[src/rtl/dibu_loader_top.sv]
// dibu_loader_top: dibu core with a byte-stream program loader, a run-control FSM
// and a synchronised/registered IO path.
module datapath #(
    parameter int IO_W        = 4,
    parameter int CODE_W      = 16,
    parameter int CODE_ADDR_W = 8
) (
    input  logic                   clk,
    input  logic                   rst_n,
    input  logic                   run,
    input  logic                   code_w_en,
    input  logic [CODE_ADDR_W-1:0] code_addr_in,
    input  logic [CODE_W-1:0]      code_in,
    input  logic [IO_W-1:0]        io_in,
    output logic [IO_W-1:0]        io_out
);
    localparam logic [3:0] OP_LDI  = 4'h1;
    localparam logic [3:0] OP_IN   = 4'h2;
    localparam logic [3:0] OP_OUT  = 4'h3;
    localparam logic [3:0] OP_ADD  = 4'h4;
    localparam logic [3:0] OP_XOR  = 4'h5;
    localparam logic [3:0] OP_JMP  = 4'h6;
    localparam logic [3:0] OP_PASS = 4'h7;
    localparam logic [3:0] OP_JZ   = 4'h8;

    logic [CODE_W-1:0]      mem [2**CODE_ADDR_W];
    logic [CODE_W-1:0]      instr;
    logic [3:0]             op;
    logic [IO_W-1:0]        imm, acc, acc_nx, out_q, out_nx;
    logic [CODE_ADDR_W-1:0] pc, pc_nx, target;
    logic                   unused_bits;

    assign instr       = mem[pc];
    assign op          = instr[CODE_W-1 -: 4];
    assign imm         = instr[IO_W-1:0];
    assign target      = instr[CODE_ADDR_W-1:0];
    assign unused_bits = ^instr;
    assign io_out      = out_q;

    // Program memory survives reset so a core can be restarted without reloading
    always_ff @(posedge clk)
        if (code_w_en) mem[code_addr_in] <= code_in;

    always_comb begin
        pc_nx  = pc + 1'b1;
        acc_nx = acc;
        out_nx = out_q;
        case (op)
            OP_LDI:  acc_nx = imm;
            OP_IN:   acc_nx = io_in;
            OP_OUT:  out_nx = acc;
            OP_ADD:  acc_nx = acc + imm;
            OP_XOR:  acc_nx = acc ^ imm;
            OP_JMP:  pc_nx  = target;
            OP_PASS: out_nx = io_in;
            OP_JZ:   pc_nx  = (acc == '0) ? target : pc + 1'b1;
            default: ;
        endcase
    end

    always_ff @(posedge clk or negedge rst_n)
        if (!rst_n) begin
            pc    <= '0;
            acc   <= '0;
            out_q <= '0;
        end else if (!run) begin
            pc <= '0;
        end else begin
            pc    <= pc_nx;
            acc   <= acc_nx;
            out_q <= out_nx;
        end
endmodule

module dibu_loader_top #(
    parameter int IO_W        = 4,
    parameter int CODE_W      = 16,
    parameter int CODE_ADDR_W = 8,
    parameter int AUTORUN     = 0
) (
    input  logic                 clk,
    input  logic                 rst_n,
    input  logic                 load_req,
    input  logic                 ld_valid,
    input  logic [7:0]           ld_data,
    input  logic                 ld_last,
    output logic                 ld_ready,
    input  logic [IO_W-1:0]      io_in,
    output logic [IO_W-1:0]      io_out,
    output logic                 running,
    output logic                 load_err,
    output logic [CODE_ADDR_W:0] words_loaded
);
    localparam int BPW   = CODE_W / 8;
    localparam int IDX_W = (BPW > 1) ? $clog2(BPW) : 1;

    typedef enum logic [1:0] {IDLE, LOAD, RUN} state_t;

    state_t                 state, state_nx;
    logic [IDX_W-1:0]       idx;
    logic [CODE_ADDR_W-1:0] addr, code_addr;
    logic [CODE_W-1:0]      wbuf, word_nx, code_word;
    logic                   code_w_en, fin, accept, last_byte, entry;
    logic [IO_W-1:0]        io_meta, io_sync, dp_out;

    assign ld_ready  = (state == LOAD) && !fin;
    assign accept    = ld_valid && ld_ready;
    assign last_byte = idx == IDX_W'(BPW - 1);
    assign entry     = (state != LOAD) && (state_nx == LOAD);

    always_comb begin
        state_nx = state;
        case (state)
            IDLE:    state_nx = load_req ? LOAD : IDLE;
            LOAD:    state_nx = fin ? RUN : (accept && ld_last && !last_byte) ? IDLE : LOAD;
            RUN:     state_nx = load_req ? LOAD : RUN;
            default: state_nx = IDLE;
        endcase
    end

    always_ff @(posedge clk or negedge rst_n)
        if (!rst_n) state <= (AUTORUN != 0) ? RUN : IDLE;
        else        state <= state_nx;

    // Little-endian assembly: byte k of a word lands in bits [8k+7:8k]
    always_comb begin
        word_nx = wbuf;
        word_nx[{idx, 3'b000} +: 8] = ld_data;
    end

    // fin holds ld_ready low for the write cycle before the switch to RUN
    always_ff @(posedge clk or negedge rst_n)
        if (!rst_n) begin
            idx          <= '0;
            addr         <= '0;
            wbuf         <= '0;
            code_word    <= '0;
            code_addr    <= '0;
            code_w_en    <= 1'b0;
            fin          <= 1'b0;
            load_err     <= 1'b0;
            words_loaded <= '0;
        end else if (entry) begin
            idx          <= '0;
            addr         <= '0;
            code_w_en    <= 1'b0;
            fin          <= 1'b0;
            load_err     <= 1'b0;
            words_loaded <= '0;
        end else begin
            code_w_en <= accept && last_byte;
            fin       <= accept && last_byte && (ld_last || addr == '1);
            if (accept && last_byte) begin
                code_word <= word_nx;
                code_addr <= addr;
                addr      <= addr + 1'b1;
                idx       <= '0;
            end else if (accept) begin
                wbuf <= word_nx;
                idx  <= idx + 1'b1;
            end
            if (accept && ld_last && !last_byte) load_err <= 1'b1;
            if (code_w_en) words_loaded <= words_loaded + 1'b1;
        end

    always_ff @(posedge clk or negedge rst_n)
        if (!rst_n) begin
            running <= 1'b0;
            io_meta <= '0;
            io_sync <= '0;
            io_out  <= '0;
        end else begin
            running <= state_nx == RUN;
            io_meta <= io_in;
            io_sync <= io_meta;
            io_out  <= (state_nx == RUN) ? dp_out : '0;
        end

    datapath #(
        .IO_W(IO_W),
        .CODE_W(CODE_W),
        .CODE_ADDR_W(CODE_ADDR_W)
    ) u_dp (
        .clk(clk),
        .rst_n(rst_n),
        .run(running),
        .code_w_en(code_w_en),
        .code_addr_in(code_addr),
        .code_in(code_word),
        .io_in(io_sync),
        .io_out(dp_out)
    );
endmodule

[config.mk]
export PLATFORM = sky130hd
export DESIGN_NAME = dibu_loader_top
export DESIGN_NICKNAME = d
export VERILOG_FILES = /design/src/rtl/dibu_loader_top.sv
export SDC_FILE = /design/constraint.sdc
export NUM_CORES = 2
export LEC_CHECK = 0
export ABC_AREA = 1
export CORE_MARGIN = 1.5
export CORE_UTILIZATION = 30
export DETAILED_ROUTE_END_ITERATION = 8
export PLACE_DENSITY = 0.51
export SLEW_MARGIN = 20
export SYNTH_ARGS = -nofsm -noshare
export SYNTH_HDL_FRONTEND = slang
export SYNTH_SLANG_ARGS = --single-unit
[constraint.sdc]
create_clock -name clk -period 6.3 [get_ports clk]
set_input_delay 1.26 -clock clk [delete_from_list [all_inputs] [get_ports clk]]
set_output_delay 1.26 -clock clk [all_outputs]
set_load 0.01 [all_outputs]
==> run summary <==
Reg-to-Reg End - u_dp.acc[1]
DR DRC count - 0
Skew-Pair Late Insertion Delay - 0.94 ns
Sequential Area - 94410 um2
Max Cap Violations - 0
Cell variety after synth - 52
Gr ovfl total - 0
Most used DFF post-synth - edfxtp_1
WL/cell - 23.84 um
Vias in the first global route - 79276
Vias - 82737
Fin cells - 16568
Run status - finished, final reports clean
Post-CTS Resized - 0
First-pass GRT wire length - 570.4 mm
Post-synth EDFFs - 3072
Slew @ Worst Pin - 1.439 ns
Total number of H-tree levels - 5
Share of layout cells above drive strength 1 - 0.09130
Crit path max fanout - 162
Post-route ant nets - 0
Placer Congestion - 0.8341
Total wire length - 395.0 mm
RSZ-0062 raised after global routing - false
Flop2flop setup slack - 1.56 ns
Final Hold Fails - 0
Tcrit/Tclk final - 0.7518
Async SR Flop Fraction - 0.02662
Yosys warning total - 0
Clock Path Buffers - 4
Highest routed metal layer - met4
Initial DRC Count - 8841
Setup crit start kind - flop
Input/output buffers - 32
Full die area - 432600 um2
CTS Buf Count - 333
Setup TNS - 0 ns
Initial antenna violation count - 11
Met3 routed WL - 26.80 mm
Starting Density - 0.3012
DRT met1 WL - 175.3 mm
Mapped Area - 128600 um2
CP required - 7.12 ns
WL met2 - 181.2 mm
Seq/Total Area, Yosys - 0.7336
Critical path class - reg -> reg
First-pass DRT Iterations - 6
All-Layer GR Usage - 0.1768
Worst r2r src - u_dp.pc[0]
CP arrival - 5.55 ns
Tightest Hold Check Type - in -> async
Fillers - 42125
Tmin final - 4.736 ns
Peak supply drop - 0.0004336 V
Clock share of power - 0.371
Root Buffer - clkbuf_16
Synth area leaders - edfxtp_1 72%, nand2_1 6.3%, nor2_1 4.4%, nand3_1 3.5%, o21ai_0 2.8%
Lkg Pwr - 50.90 nW
CTS tree - done
Sw frac - 0.2787
Comb power frac - 0.132
Cell taking the most area after synthesis - edfxtp_1
Post-CTS Hold Buffers - 0
Clk_skew - 0.03475 ns
Pin count of the biggest net entering global routing - 181
Mean post-synth cell area - 12.17 um2
Synth top area share - 0.7173
Seq pwr share - 0.497
Final HPWL DP - 217.8 mm
Worst r2r path cells - 17
Multi-input logic area - 29370 um2
Io pins - 33
Die Ht - 657.7 um
Clock transition at path regs - 0.06 ns
Crit. End Element - flop
Chip width - 657.7 um
Syn Inst Count - 10568
Row Count - 240
Setup violators final - 0
Synth Register Bits - 3156
Fmax - 211.1 MHz
P_int - 0.03806 W
Max Slew Vio Count - 0
Sw Pwr - 0.01471 W
Power per cell area - 360.0 nW/um2
Slew HR - 0.04060
Syn Nets - 10592
Synth-to-Final Area Change - 13.96%
Sink Count - 3156
Final Net Count - 10637
Core area - 427000 um2
Dpl cells - 15965
Via/cell ratio - 4.994
Post-CTS Setup Bufs - 0
## per-stage QoR
| step | power (W) | hold WS, ns | instance area (um2) | setup WS (ns) | utilization |
|---|---|---|---|---|---|
| 2_1_floorplan | 0.03061 | 0.3312 | 128600 | 2.313 | - |
| 3_3_place_gp | 0.03360 | 0.3365 | 135800 | 1.543 | 0.3179 |
| 3_5_place_dp | 0.03363 | 0.3403 | 135800 | 1.522 | 0.3181 |
| 6_report | 0.05277 | 0.2445 | 146600 | 1.564 | 0.3432 |
| 4_1_cts | 0.05309 | 0.2419 | 146500 | 1.519 | 0.3432 |
| 5_1_grt | 0.05441 | 0.2410 | 146500 | 1.337 | 0.3432 |
## layout make-up
cell class              count  share of cell area
repair buffers            406             0.02628
inverters                 280            0.007538
well taps                5687             0.04855
multi-input cells        6436              0.2004
clock inverters           181             0.01224
clock buffers             417             0.06072
diodes                      5          0.00008537
flip-flops and latches   3156              0.6442
## how the worst max path moves through the flow
stage | start | endpoint | slack, ns | cells after the start
finish | u_dp.pc[0] | u_dp.acc[1] | 1.56 | 17
global route | u_dp.pc[0] | u_dp.acc[1] | 1.34 | 17
CTS | u_dp.pc[0] | u_dp.acc[1] | 1.52 | 17
detailed placement | u_dp.pc[0] | u_dp.acc[1] | 1.52 | 17
global placement | u_dp.pc[0] | u_dp.acc[1] | 1.54 | 17
floorplan | code_word[0] | u_dp.mem[0][0] | 2.31 | 0
## cells in the mapped netlist (8+ instances only)
| cell | number |
|---|---|
| o22ai_1 | 97 |
| a22o_1 | 13 |
| o211ai_1 | 129 |
| nand4_1 | 10 |
| o31ai_1 | 10 |
| clkbuf_1 | 194 |
| a21oi_1 | 522 |
| or2_2 | 19 |
| nand2_2 | 8 |
| inv_2 | 12 |
| nor2_1 | 1512 |
| inv_1 | 266 |
| buf_1 | 33 |
| nand2_1 | 2160 |
| a32o_1 | 33 |
| nor3_1 | 8 |
| o21ai_0 | 724 |
| o221ai_1 | 59 |
| o21ai_1 | 56 |
| a32oi_1 | 21 |
| buf_6 | 79 |
| buf_4 | 111 |
| nand3_1 | 897 |
| dfrtp_1 | 84 |
| edfxtp_1 | 3072 |
| a22oi_1 | 112 |
| buf_2 | 269 |
## state kept, by name, summed over array words and instances, names as in the netlist
signal,cells
u_dp.mem,3072
code_word,12
wbuf,12
words_loaded,9
addr,8
code_addr,8
u_dp.pc,8
io_meta,4
io_out,4
io_sync,4
u_dp.acc,4
u_dp.io_out,4
state,2
code_w_en,1
fin,1
idx,1
load_err,1
running,1
## layout by cell type, fill, tap and decap left out, types with 6 or more instances in the layout
master,n
edfxtp_1,3072
nand2_1,2142
nor2_1,1443
nand3_1,897
o21ai_0,724
a21oi_1,522
clkbuf_16,342
buf_4,317
inv_1,264
o211ai_1,129
a22oi_1,112
o22ai_1,97
clkinv_1,76
nor2_2,71
clkbuf_1,69
dfrtp_1,67
o221ai_1,59
buf_12,58
o21ai_1,56
clkinv_2,52
a32o_1,33
clkdlybuf4s50_1,31
bufinv_16,27
nand2_2,24
a32oi_1,21
or2_2,19
dfrtp_4,16
a22o_1,13
nand4_1,10
o31ai_1,10
inv_2,8
inv_16,8
nor3_1,6
ha_1,6
clkinv_8,6
clkbuf_8,6
## cell families (layout without fill, tap and decap cells)
group / after synthesis / in the layout / share of synthesized area
AO/OA/AOI/OAI: 1788 / 1788 / 0.07970
XOR/XNOR: 5 / 5 / 0.0003405
adder cells (fa/ha/maj): 7 / 7 / 0.0007394
buffers and inverters: 976 / 1284 / 0.03989
flip-flops: 3156 / 3156 / 0.7336
other: 0 / 5 / 0
AND/OR/NAND/NOR: 4636 / 4636 / 0.1457
## worst max-delay path: stages (launching register included)
cell     delay, ns
dfrtp_4       0.76
inv_16        0.54
buf_12        0.40
buf_4         0.35
o21ai_0       0.11
o22ai_1       0.21
nand2_1       0.13
nand3_1       0.17
nand3_1       0.16
nand3_1       0.24
nand3_1       0.21
nand2_1       0.21
ha_1          0.22
fa_1          0.43
nand3_1       0.11
nand2_1       0.06
nor2_1        0.10
o21ai_1       0.08
## power by group through the flow
stage / clock network (W) / logic (W) / registers, W
finish: 0.0196 / 0.00695 / 0.0262
CTS: 0.0199 / 0.00698 / 0.0262
global route: 0.0207 / 0.00750 / 0.0263
global placement: 0 / 0.00695 / 0.0266
detailed placement: 0 / 0.00697 / 0.0267
floorplan: 0 / 0.00288 / 0.0277
## layer usage
metal / up-vias / track usage
li1: 37757 / -
met1: 41625 / 0.2511
met2: 2858 / 0.2787
met3: 497 / 0.02689
met4: 0 / 0.05432
met5: - / 0
Note: power is estimated with default switching activity, not from simulation.
